File: config.mk
export PLATFORM = sky130hd
export DESIGN_NAME = posit_fma_sched_flat
export DESIGN_NICKNAME = d
export VERILOG_FILES = /design/src/rtl/posit_fma_pkg.sv /design/src/rtl/posit_fma_sched_if.sv /design/src/rtl/posit_fma_arb.sv /design/src/rtl/posit_fma_sched.sv /design/src/flat_wrapper.sv
export SDC_FILE = /design/constraint.sdc
export NUM_CORES = 1
export LEC_CHECK = 0
export ABC_AREA = 1
export ABC_CLOCK_PERIOD_IN_PS = 2800
export BUFFER_PORTS_ARGS = -buffer_cell sky130_fd_sc_hd__buf_4
export CORE_AREA = 8 8 213 215
export CTS_BUF_LIST = sky130_fd_sc_hd__clkbuf_4 sky130_fd_sc_hd__clkbuf_8
export DETAILED_ROUTE_END_ITERATION = 7
export DIE_AREA = 0 0 221 223
export GPL_TIMING_DRIVEN = 0
export PLACE_DENSITY = 0.57
export SYNTH_ARGS = -nofsm -noshare
export SYNTH_HDL_FRONTEND = slang
export SYNTH_SLANG_ARGS = --single-unit
File: constraint.sdc
create_clock -name clk -period 2.8 [get_ports clk]
set_input_delay 0.56 -clock clk [delete_from_list [all_inputs] [get_ports clk]]
set_output_delay 0.56 -clock clk [all_outputs]
set_load 0.01 [all_outputs]
File: src/rtl/posit_fma_pkg.sv
// Shared types and constants for the posit FMA scheduler slice.
// Holds the FSM state encoding and the NaR pattern helper used by posit_fma_sched.
package posit_fma_pkg;

  typedef enum logic [1:0] {
    IDLE,
    RUN,
    RESP
  } fma_sched_state_t;

  localparam int NREQ_DEFAULT = 4;
  localparam int ID_W         = $clog2(NREQ_DEFAULT);
  localparam int NAR_MAX_W    = 64;

  // NaR is the sign bit alone: 1 followed by n-1 zeros.
  function automatic logic [NAR_MAX_W-1:0] nar_const(input int n);
    return NAR_MAX_W'(1) << (n - 1);
  endfunction

endpackage

File: src/rtl/posit_fma_sched_if.sv
// Request, datapath and response signals of the posit FMA scheduler.
// master: the scheduler itself; slave: issue logic, datapath and response consumer.
interface posit_fma_sched_if #(
  parameter int N    = 32,
  parameter int NREQ = 4
);
  localparam int ID_W = $clog2(NREQ);

  logic [NREQ-1:0]   req_valid;
  logic [NREQ-1:0]   req_ready;
  logic [NREQ*N-1:0] req_a;
  logic [NREQ*N-1:0] req_b;
  logic [NREQ*N-1:0] req_c;

  logic              dp_start;
  logic [N-1:0]      dp_a;
  logic [N-1:0]      dp_b;
  logic [N-1:0]      dp_c;
  logic [N-1:0]      dp_result;
  logic              dp_inf;
  logic              dp_zero;

  logic              rsp_valid;
  logic              rsp_ready;
  logic [N-1:0]      rsp_data;
  logic [ID_W-1:0]   rsp_id;
  logic              rsp_nar;
  logic              busy;

  modport master (
    input  req_valid, req_a, req_b, req_c, dp_result, dp_inf, dp_zero, rsp_ready,
    output req_ready, dp_start, dp_a, dp_b, dp_c, rsp_valid, rsp_data, rsp_id, rsp_nar, busy
  );

  modport slave (
    output req_valid, req_a, req_b, req_c, dp_result, dp_inf, dp_zero, rsp_ready,
    input  req_ready, dp_start, dp_a, dp_b, dp_c, rsp_valid, rsp_data, rsp_id, rsp_nar, busy
  );

endinterface

File: src/rtl/posit_fma_arb.sv
// Request arbiter for the posit FMA scheduler: fixed lowest-index priority by default,
// round-robin with a priority pointer when POSIT_FMA_RR_ARB_EN is defined.
module posit_fma_arb #(
  parameter int NREQ = 4
) (
  input  logic            clk,
  input  logic            rst_n,
  input  logic [NREQ-1:0] req,
  input  logic            adv,
  output logic [NREQ-1:0] gnt
);

  logic found;

`ifdef POSIT_FMA_RR_ARB_EN
  localparam int IDW = $clog2(NREQ);

  logic [IDW-1:0] ptr_q;
  logic [IDW-1:0] ptr_d;

  // Search starts at the pointer and wraps past NREQ-1 back to 0.
  always_comb begin
    // NOTE: every always_comb output gets a default first so no latch is inferred.
    gnt   = '0;
    found = 1'b0;
    for (int i = 0; i < NREQ; i++) begin
      if (!found && req[(int'(ptr_q) + i) % NREQ]) begin
        gnt[(int'(ptr_q) + i) % NREQ] = 1'b1;
        found = 1'b1;
      end
    end
  end

  always_comb begin
    ptr_d = ptr_q;
    for (int i = 0; i < NREQ; i++) begin
      if (gnt[i]) ptr_d = IDW'((i + 1) % NREQ);
    end
  end

  always_ff @(posedge clk or negedge rst_n) begin
    if (!rst_n) begin
      ptr_q <= '0;
    end else if (adv) begin
      ptr_q <= ptr_d;
    end
  end
`else
  logic unused_arb;
  assign unused_arb = clk ^ rst_n ^ adv;

  always_comb begin
    gnt   = '0;
    found = 1'b0;
    for (int i = 0; i < NREQ; i++) begin
      if (!found && req[i]) begin
        gnt[i] = 1'b1;
        found  = 1'b1;
      end
    end
  end
`endif

endmodule

File: src/rtl/posit_fma_sched.sv
// Shares one multi-cycle posit FMA datapath (A*B+C) among NREQ requesters and returns
// tagged results. Define POSIT_FMA_RR_ARB_EN for round-robin instead of fixed priority.
module posit_fma_sched
  import posit_fma_pkg::*;
#(
  parameter int N    = 32,
  parameter int ES   = 2,
  parameter int NREQ = 4,
  parameter int LAT  = 3
) (
  input logic               clk,
  input logic               rst_n,
  posit_fma_sched_if.master bus
);

  localparam int IDW   = $clog2(NREQ);
  localparam int CNT_W = (LAT > 1) ? $clog2(LAT) : 1;
  localparam logic [N-1:0] NAR = N'(nar_const(N));

  fma_sched_state_t state_q, state_d;

  logic [CNT_W-1:0] cnt_q;
  logic [NREQ-1:0]  gnt;
  logic [IDW-1:0]   g_idx;
  logic [N-1:0]     a_sel, b_sel, c_sel;
  logic             accept, any_nar;

  logic [N-1:0]     dp_a_q, dp_b_q, dp_c_q, rsp_data_q;
  logic [IDW-1:0]   rsp_id_q;
  logic             dp_start_q, rsp_nar_q;

  // A zero result is already all-zeros in rsp_data, so the zero flag carries no extra information.
  logic unused_zero;
  assign unused_zero = bus.dp_zero;

  posit_fma_arb #(.NREQ(NREQ)) u_arb (
    .clk   (clk),
    .rst_n (rst_n),
    .req   (bus.req_valid),
    .adv   (accept),
    .gnt   (gnt)
  );

  always_comb begin
    g_idx = '0;
    for (int i = 0; i < NREQ; i++) begin
      if (gnt[i]) g_idx = IDW'(i);
    end
  end

  assign a_sel   = bus.req_a[int'(g_idx)*N +: N];
  assign b_sel   = bus.req_b[int'(g_idx)*N +: N];
  assign c_sel   = bus.req_c[int'(g_idx)*N +: N];
  assign any_nar = (a_sel == NAR) || (b_sel == NAR) || (c_sel == NAR);
  assign accept  = (state_q == IDLE) && (|gnt);

  always_ff @(posedge clk or negedge rst_n) begin
    if (!rst_n) begin
      state_q <= IDLE;
    end else begin
      state_q <= state_d;
    end
  end

  always_comb begin
    state_d = state_q;
    unique case (state_q)
      IDLE:    if (accept)          state_d = any_nar ? RESP : RUN;
      RUN:     if (cnt_q == '0)     state_d = RESP;
      RESP:    if (bus.rsp_ready)   state_d = IDLE;
      default:                      state_d = IDLE;
    endcase
  end

  always_comb begin
    bus.req_ready = (state_q == IDLE) ? gnt : '0;
    bus.rsp_valid = (state_q == RESP);
    bus.busy      = (state_q != IDLE);
  end

  // Operands are captured once at the grant and held until the next grant, which keeps
  // them stable for the whole RUN window; the NaR short-circuit never starts the datapath.
  always_ff @(posedge clk or negedge rst_n) begin
    if (!rst_n) begin
      cnt_q      <= '0;
      dp_start_q <= 1'b0;
      dp_a_q     <= '0;
      dp_b_q     <= '0;
      dp_c_q     <= '0;
      rsp_data_q <= '0;
      rsp_id_q   <= '0;
      rsp_nar_q  <= 1'b0;
    end else begin
      // NOTE: sequential state uses nonblocking assignments so every register samples pre-edge values.
      dp_start_q <= accept && !any_nar;
      if (accept) begin
        dp_a_q   <= a_sel;
        dp_b_q   <= b_sel;
        dp_c_q   <= c_sel;
        rsp_id_q <= g_idx;
        cnt_q    <= CNT_W'(LAT - 1);
        if (any_nar) begin
          rsp_data_q <= NAR;
          rsp_nar_q  <= 1'b1;
        end
      end else if (state_q == RUN) begin
        if (cnt_q == '0) begin
          rsp_data_q <= bus.dp_result;
          rsp_nar_q  <= bus.dp_inf;
        end else begin
          cnt_q <= cnt_q - 1'b1;
        end
      end
    end
  end

  assign bus.dp_start = dp_start_q;
  assign bus.dp_a     = dp_a_q;
  assign bus.dp_b     = dp_b_q;
  assign bus.dp_c     = dp_c_q;
  assign bus.rsp_data = rsp_data_q;
  assign bus.rsp_id   = rsp_id_q;
  assign bus.rsp_nar  = rsp_nar_q;

endmodule

File: src/flat_wrapper.sv
// flat-port wrapper written by rule: the top's interface ports become plain ports
module posit_fma_sched_flat import posit_fma_pkg::*;
#(
  parameter int N    = 32,
  parameter int ES   = 2,
  parameter int NREQ = 4,
  parameter int LAT  = 3
)
  (clk, rst_n, bus_req_valid, bus_req_a, bus_req_b, bus_req_c, bus_dp_result, bus_dp_inf, bus_dp_zero, bus_rsp_ready, bus_req_ready, bus_dp_start, bus_dp_a, bus_dp_b, bus_dp_c, bus_rsp_valid, bus_rsp_data, bus_rsp_id, bus_rsp_nar, bus_busy);
  posit_fma_sched_if #(.N(N), .NREQ(NREQ)) bus_i ();
  input logic clk;
  input logic rst_n;
  input wire logic [$bits(bus_i.req_valid)-1:0] bus_req_valid;
  input wire logic [$bits(bus_i.req_a)-1:0] bus_req_a;
  input wire logic [$bits(bus_i.req_b)-1:0] bus_req_b;
  input wire logic [$bits(bus_i.req_c)-1:0] bus_req_c;
  input wire logic [$bits(bus_i.dp_result)-1:0] bus_dp_result;
  input wire logic [$bits(bus_i.dp_inf)-1:0] bus_dp_inf;
  input wire logic [$bits(bus_i.dp_zero)-1:0] bus_dp_zero;
  input wire logic [$bits(bus_i.rsp_ready)-1:0] bus_rsp_ready;
  output wire logic [$bits(bus_i.req_ready)-1:0] bus_req_ready;
  output wire logic [$bits(bus_i.dp_start)-1:0] bus_dp_start;
  output wire logic [$bits(bus_i.dp_a)-1:0] bus_dp_a;
  output wire logic [$bits(bus_i.dp_b)-1:0] bus_dp_b;
  output wire logic [$bits(bus_i.dp_c)-1:0] bus_dp_c;
  output wire logic [$bits(bus_i.rsp_valid)-1:0] bus_rsp_valid;
  output wire logic [$bits(bus_i.rsp_data)-1:0] bus_rsp_data;
  output wire logic [$bits(bus_i.rsp_id)-1:0] bus_rsp_id;
  output wire logic [$bits(bus_i.rsp_nar)-1:0] bus_rsp_nar;
  output wire logic [$bits(bus_i.busy)-1:0] bus_busy;
  assign bus_i.req_valid = bus_req_valid;
  assign bus_i.req_a = bus_req_a;
  assign bus_i.req_b = bus_req_b;
  assign bus_i.req_c = bus_req_c;
  assign bus_i.dp_result = bus_dp_result;
  assign bus_i.dp_inf = bus_dp_inf;
  assign bus_i.dp_zero = bus_dp_zero;
  assign bus_i.rsp_ready = bus_rsp_ready;
  assign bus_req_ready = bus_i.req_ready;
  assign bus_dp_start = bus_i.dp_start;
  assign bus_dp_a = bus_i.dp_a;
  assign bus_dp_b = bus_i.dp_b;
  assign bus_dp_c = bus_i.dp_c;
  assign bus_rsp_valid = bus_i.rsp_valid;
  assign bus_rsp_data = bus_i.rsp_data;
  assign bus_rsp_id = bus_i.rsp_id;
  assign bus_rsp_nar = bus_i.rsp_nar;
  assign bus_busy = bus_i.busy;
  posit_fma_sched #(.N(N), .ES(ES), .NREQ(NREQ), .LAT(LAT)) u_core (.clk(clk), .rst_n(rst_n), .bus(bus_i));
endmodule
# --- Yosys cells after proc, flatten, opt, wreduce, memory -nomap -nowiden ---
# Index checks and enable logic that the tools add are counted.
op_classes:
  n_reduce_logical: 20
  n_eq_ne: 10
  addsub: 1
  mux: 26
  n_shift: 3
op_table:
  columns: ["operator", "n"]
  rows:
  - ["$shiftx 128x8->32", 3]
  - ["$mux 32", 4]
  - ["$eq 32x32->1 const B", 3]
  - ["$mux 2", 9]
  - ["$mux 1", 11]
  - ["$ne 2x1->1 const B", 3]
  - ["$pmux 2 s3", 1]
  - ["$reduce_and 3->1", 2]
  - ["$reduce_bool 2->1", 3]
  - ["$logic_and 1x1->1", 5]
  - ["$logic_not 1->1", 4]
  - ["$logic_not 2->1", 2]
  - ["$mux 4", 1]
  - ["$ne 2x2->1 const B", 2]
  - ["$reduce_or 4->1", 1]
  - ["$eq 2x1->1 const B", 1]
  - ["$eq 2x2->1 const B", 1]
  - ["$logic_or 1x1->1", 2]
  - ["$reduce_and 2->1", 1]
  - ["$sub 2x1->2 const B", 1]
word_totals:
  reg_bits: 136
  word_cells: 69
  in_bits: 425
  output_inout_bits: 138

# --- Logic depth before layout (Yosys ltp) ---
depth:
  ltp_word: 18
  ltp_mapped: 20
  depth_no_buf: 17

# --- Hierarchy ---
# From an unflattened synthesis, not the netlist that was laid out.
unflattened:
  hier_cells: 1617
  area_unflattened_um2: 9710.6
modules_own_cells:
  columns: ["module", "seq_area_each_um2", "area_per_inst_um2", "instances", "cells_each"]
  rows:
  - ["posit_fma_sched", 3403.3, 9673.0, 1, 1608]
  - ["posit_fma_arb", 0.0, 37.5, 1, 9]

# --- Least setup slack after synthesis ---
# OpenSTA, ideal clock, no wires.
synth_path:
  path_kind: "input to register"
  startpoint: "input bus_req_valid[2]"
  endpoint: "register u_core.rsp_data_q[10] (netlist: u_core.bus.rsp_data[10])"
  arrival_time_ps: 2143
  setup_ps: 118
  n_path_buf: 3
  slack_ps: 539
  required_time_ps: 2682
  stages: 15
  cell_sequence: "o21ai_2 -> buf_4 -> clkbuf_1 -> nand2_1 -> nand2_1 -> nand2_1 -> nor2_1 -> nand2_1 -> nor2_1 -> nand2_1 -> nand3_2 -> nand2_4 -> buf_6 -> nand3_1 -> nand2_1"
synth_between:
  elab_chain_len: 12
  elab_cells_between_ends: 23
  cone_classes: "4 x eq/ne; 3 x shift; 6 x mux; 10 x reduce/logical"
synth_lines:
  columns: ["item", "line", "rtl"]
  rows:
  - ["start, declared", "flat_wrapper.sv:13", "input wire logic [$bits(bus_i.req_valid)-1:0] bus_req_valid;"]
  - ["$logic_and 1x1->1 (*)", "posit_fma_arb.sv:56", "if (!found && req[i]) begin"]
  - ["$mux 1", "posit_fma_arb.sv:56", null]
  - ["$logic_not 1->1", "posit_fma_arb.sv:56", null]
  - ["$logic_and 1x1->1", "posit_fma_arb.sv:56", null]
  - ["$mux 1", "posit_fma_arb.sv:56", null]
  - ["$mux 2", "posit_fma_sched.sv:47", "if (gnt[i]) g_idx = IDW'(i);"]
  - ["$shiftx 128x8->32, on equally long branches", "posit_fma_sched.sv:51, posit_fma_sched.sv:52", null]
  - ["$eq 32x32->1", "posit_fma_sched.sv:54", "assign any_nar = (a_sel == NAR) || (b_sel == NAR) || (c_sel == NAR);"]
  - ["$logic_or 1x1->1 (2 in a row)", "posit_fma_sched.sv:54", null]
  - ["$ne 2x2->1 (no line)", null, null]
  - ["$reduce_and 3->1 (no line)", null, null]
  - ["end signal, assigned", "posit_fma_sched.sv:108", "rsp_data_q <= bus.dp_result;"]
  - ["end, declared", "posit_fma_sched.sv:28", "logic [N-1:0] dp_a_q, dp_b_q, dp_c_q, rsp_data_q;"]
# Every way passes the cells marked *; elsewhere a longest branch is shown, timed or not.
# A chain may end at the register's enable or synchronous reset.

# --- Final worst setup path ---
layout_path:
  startpoint: "input bus_req_valid[3]"
  endpoint: "register u_core.rsp_data_q[12] (netlist: u_core.bus.rsp_data[12])"
layout_between:
  elab_chain_len: 9
  elab_cells_between_ends: 18
  cone_classes: "4 x eq/ne; 3 x shift; 3 x mux; 8 x reduce/logical"
layout_lines:
  columns: ["item", "line"]
  rows:
  - ["$logic_and 1x1->1 (*)", "posit_fma_arb.sv:56"]
  - ["$mux 1 (*)", "posit_fma_arb.sv:56"]
  - ["$mux 2", "posit_fma_sched.sv:47"]
  - ["$shiftx 128x8->32, on equally long branches", "posit_fma_sched.sv:51, posit_fma_sched.sv:52"]
  - ["$eq 32x32->1", "posit_fma_sched.sv:54"]
  - ["$logic_or 1x1->1 (2 in a row)", "posit_fma_sched.sv:54"]
  - ["$ne 2x2->1 (no line)", null]
  - ["$reduce_and 3->1 (no line)", null]
# Marks and branches as above.

==> reports/summary.txt <==
Outcome - completed
Clk slew on worst S/H paths - 0.10 ns
Area grow syn2layout - 58.80%
Worst setup SP type - primary input
Post-Synth Simple-Gate Area - 47.43%
Crit share post-route - 95.79%
Pre-CTS setup slack - -1.443 ns
WS Path Type - in2reg
Yosys warns - 0
Max-slew headroom - 58.45%
CTS tree - done
Crit path arrival time - 3.04 ns
Routed vias - 12400
Total wire length - 62930 µm
Setup ws final - 0.1178 ns
Synth top area cells - dfrtp_1, nand2_1, nand3_1
TritonRoute pass-1 iters - 5
Height of the die - 223 µm
Combinational family with the most area after synthesis - simple AND/OR/NAND/NOR gates
Cell taking the most area after synthesis - dfrtp_1
CTS root buf - clkbuf_8
Top-area cell type share of the netlist area - 36.34%
Clock Skews - 0.01427 ns
Hold Violations, Final - 0
Netlist cell types - 27
Unrepaired setup endpoints after global routing - no
Vias in the first global route - 12880
Synth Flop Type - dfrtp_1
Layout Nets - 2521
Fmax - 0.3728 GHz
Syn Nets - 1938
Slowest-stage cell, CP - clkbuf_1
Max-slew violations - 0
Worst Tran Pin Value - 0.6233 ns
Setup TNS - 0 ns
Total power - 10.97 mW
Synth Area in Compound Gates - 6.333%
Sequential-to-total area share from yosys stat - 36.34%
Buf+Inv Stages, Crit Path - 4
Synthesis-stage register bit count - 136
Die W - 221 µm
GRT Overall Usage - 24.48%
CP Data Required Time - 3.16 ns
CORE AREA - 42320 µm²
Number of routed nets with antenna violations - 0
Max Root-Sink Buffers - 2
CTS Sinks - 136
Die area - 49280 µm²
Placer's final routability congestion estimate - 0.9144
CTS Hold Bufs - 0
DP Area - 14290 µm²
GRT overflow - 0
Power per cell area - 737.7 nW/µm²
Ratio of cells with drive above 1 in the final layout - 33.68%
Number of synthesized flops with an enable pin - 0
Cell count after synthesis - 1512
Routed length per placed instance - 23.65 µm
Worst min-delay path class - in2async
H-tree depth - 4
Top cells by count, synth - nand2_1, nand3_1, dfrtp_1
CP Max Fanout - 10
Syn_area_per_cell - 6.194 µm²
Post-Syn Area - 9365 µm²
Max-cap violations - 0
DRT iter0 DRCs - 722
Clock latency on the worst-skew pair - 0.47 ns
Mux cell area share after synthesis - 0.1202%
Post-synthesis xor/xnor area fraction - 0.09352%
Static Leak - 8.307 nW
Max stage delay on crit path - 0.40 ns
Fin crit period - 2.682 ns
CP Capture Type - flip-flop
Worst ir drop on vdd - 0.3218 mV
# setup viols final - 0
Hold WS - 0.06366 ns
Initial antenna violation count - 7
Cell mode on critical path - nand2_1
Dpl hpwl - 52210 µm
Post-Synth Adder-Cell Area - 0.1336%
Row cnt - 76
IO Count - 563
Count leader, synth - nand2_1
Initial Util - 22.13%
CP delay by family, top - simple AND/OR/NAND/NOR gates
Vias per inst - 4.659
Async SR Flop Fraction - 100.0%
Largest net degree at the start of global routing - 74
Inserted Clock Buffers - 17
Cell Chain, Critical Path - buf_4, o21ai_4, buf_12, clkbuf_1, nand2_1, nand2_1, nand2_1, nor2_1, nand2_1, nor2_1, nand2_1, nand3_2, nand2_4, buf_6, nand3_1, nand2_1
Post-Layout Inst Area - 14870 µm²
First-pass GRT wire length - 88780 µm
Drt drc - 0
IO buf count - 561
## worst paths after layout
check | startpoint | end | slack [ns] | cells past startpoint
min | rst_n | u_core.bus.rsp_data[8] | 0.06 | 1
max in group asynchronous | rst_n | u_core.bus.dp_b[10] | 1.89 | 2
max reg2reg | u_core.state_q[0] | u_core.bus.rsp_data[31] | 0.50 | 8
min reg2reg | u_core.bus.dp_c[6] | u_core.bus.dp_c[6] | 0.50 | 2
min in group clk | bus_dp_result[8] | u_core.bus.rsp_data[8] | 0.28 | 3
max | bus_req_valid[3] | u_core.bus.rsp_data[12] | 0.12 | 16
## sequential cells by signal, summed over array words and instances, names as in the netlist
register / flops
u_core.bus.dp_a: 32
u_core.bus.dp_b: 32
u_core.bus.dp_c: 32
u_core.bus.rsp_data: 32
u_core.bus.rsp_id: 2
u_core.cnt_q: 2
u_core.state_q: 2
u_core.bus.dp_start: 1
u_core.bus.rsp_nar: 1
## layer usage
layer / share of wire [%] / global-route usage, %
met5: 0.017 / 0
met3: 7.2 / 6.487
met4: 3.4 / 10.18
met2: 49 / 42.92
met1: 40 / 27.98
## cell families after synthesis
group,after synthesis
and+or+nand+nor,1047
buffers and inverters,209
DFF,136
AOI/OAI and AO/OA,117
xor gates and xnor gates,1
muxes,1
adders and majority gates,1
## placed cells by master, fill, tap and decap left out, drive strengths merged
cell type,n
clkinvlp,2
clkinv,4
mux2,1
nand4,1
ha,1
nor2,42
diode,7
clkbuf,76
o21ai,114
dfrtp,136
inv,116
nand3,226
or2,75
buf,606
xor2,1
nand3b,3
a31oi,3
nand2,701
## repair_timing
action                                  in CTS  in global routing
pin swaps                                    2                  0
resized for setup                           41                 35
endpoints found under the setup margin     117                 41
gates cloned                                 1                  0
setup buffers                                1                  0
## final cells by class
class / count / area [µm²]
diodes: 7 / 17.52
plain buffers: 101 / 606.8
multi-input cells: 1168 / 5116
fillers: 4726 / 27440
clock buffers: 18 / 241.5
inverters: 108 / 405.4
repair buffers: 563 / 4263
well taps: 546 / 683.2
clock inverters: 14 / 135.1
flip-flops and latches: 136 / 3403
## report_power, final
part / leakage (nW) / switching [mW] / internal, mW
sequential: 1.66 / 0.606 / 2.94
clock: 0.187 / 0.987 / 0.665
combinational: 6.46 / 3.34 / 2.43
## stage by stage
step                std cells  util (%)
finish                   2661     35.14
global route             2659     35.13
CTS                      2654     34.93
detailed placement       2620     33.77
global placement         2619     33.70
floorplan                1512         -
Note: power is estimated with default switching activity, not from simulation.
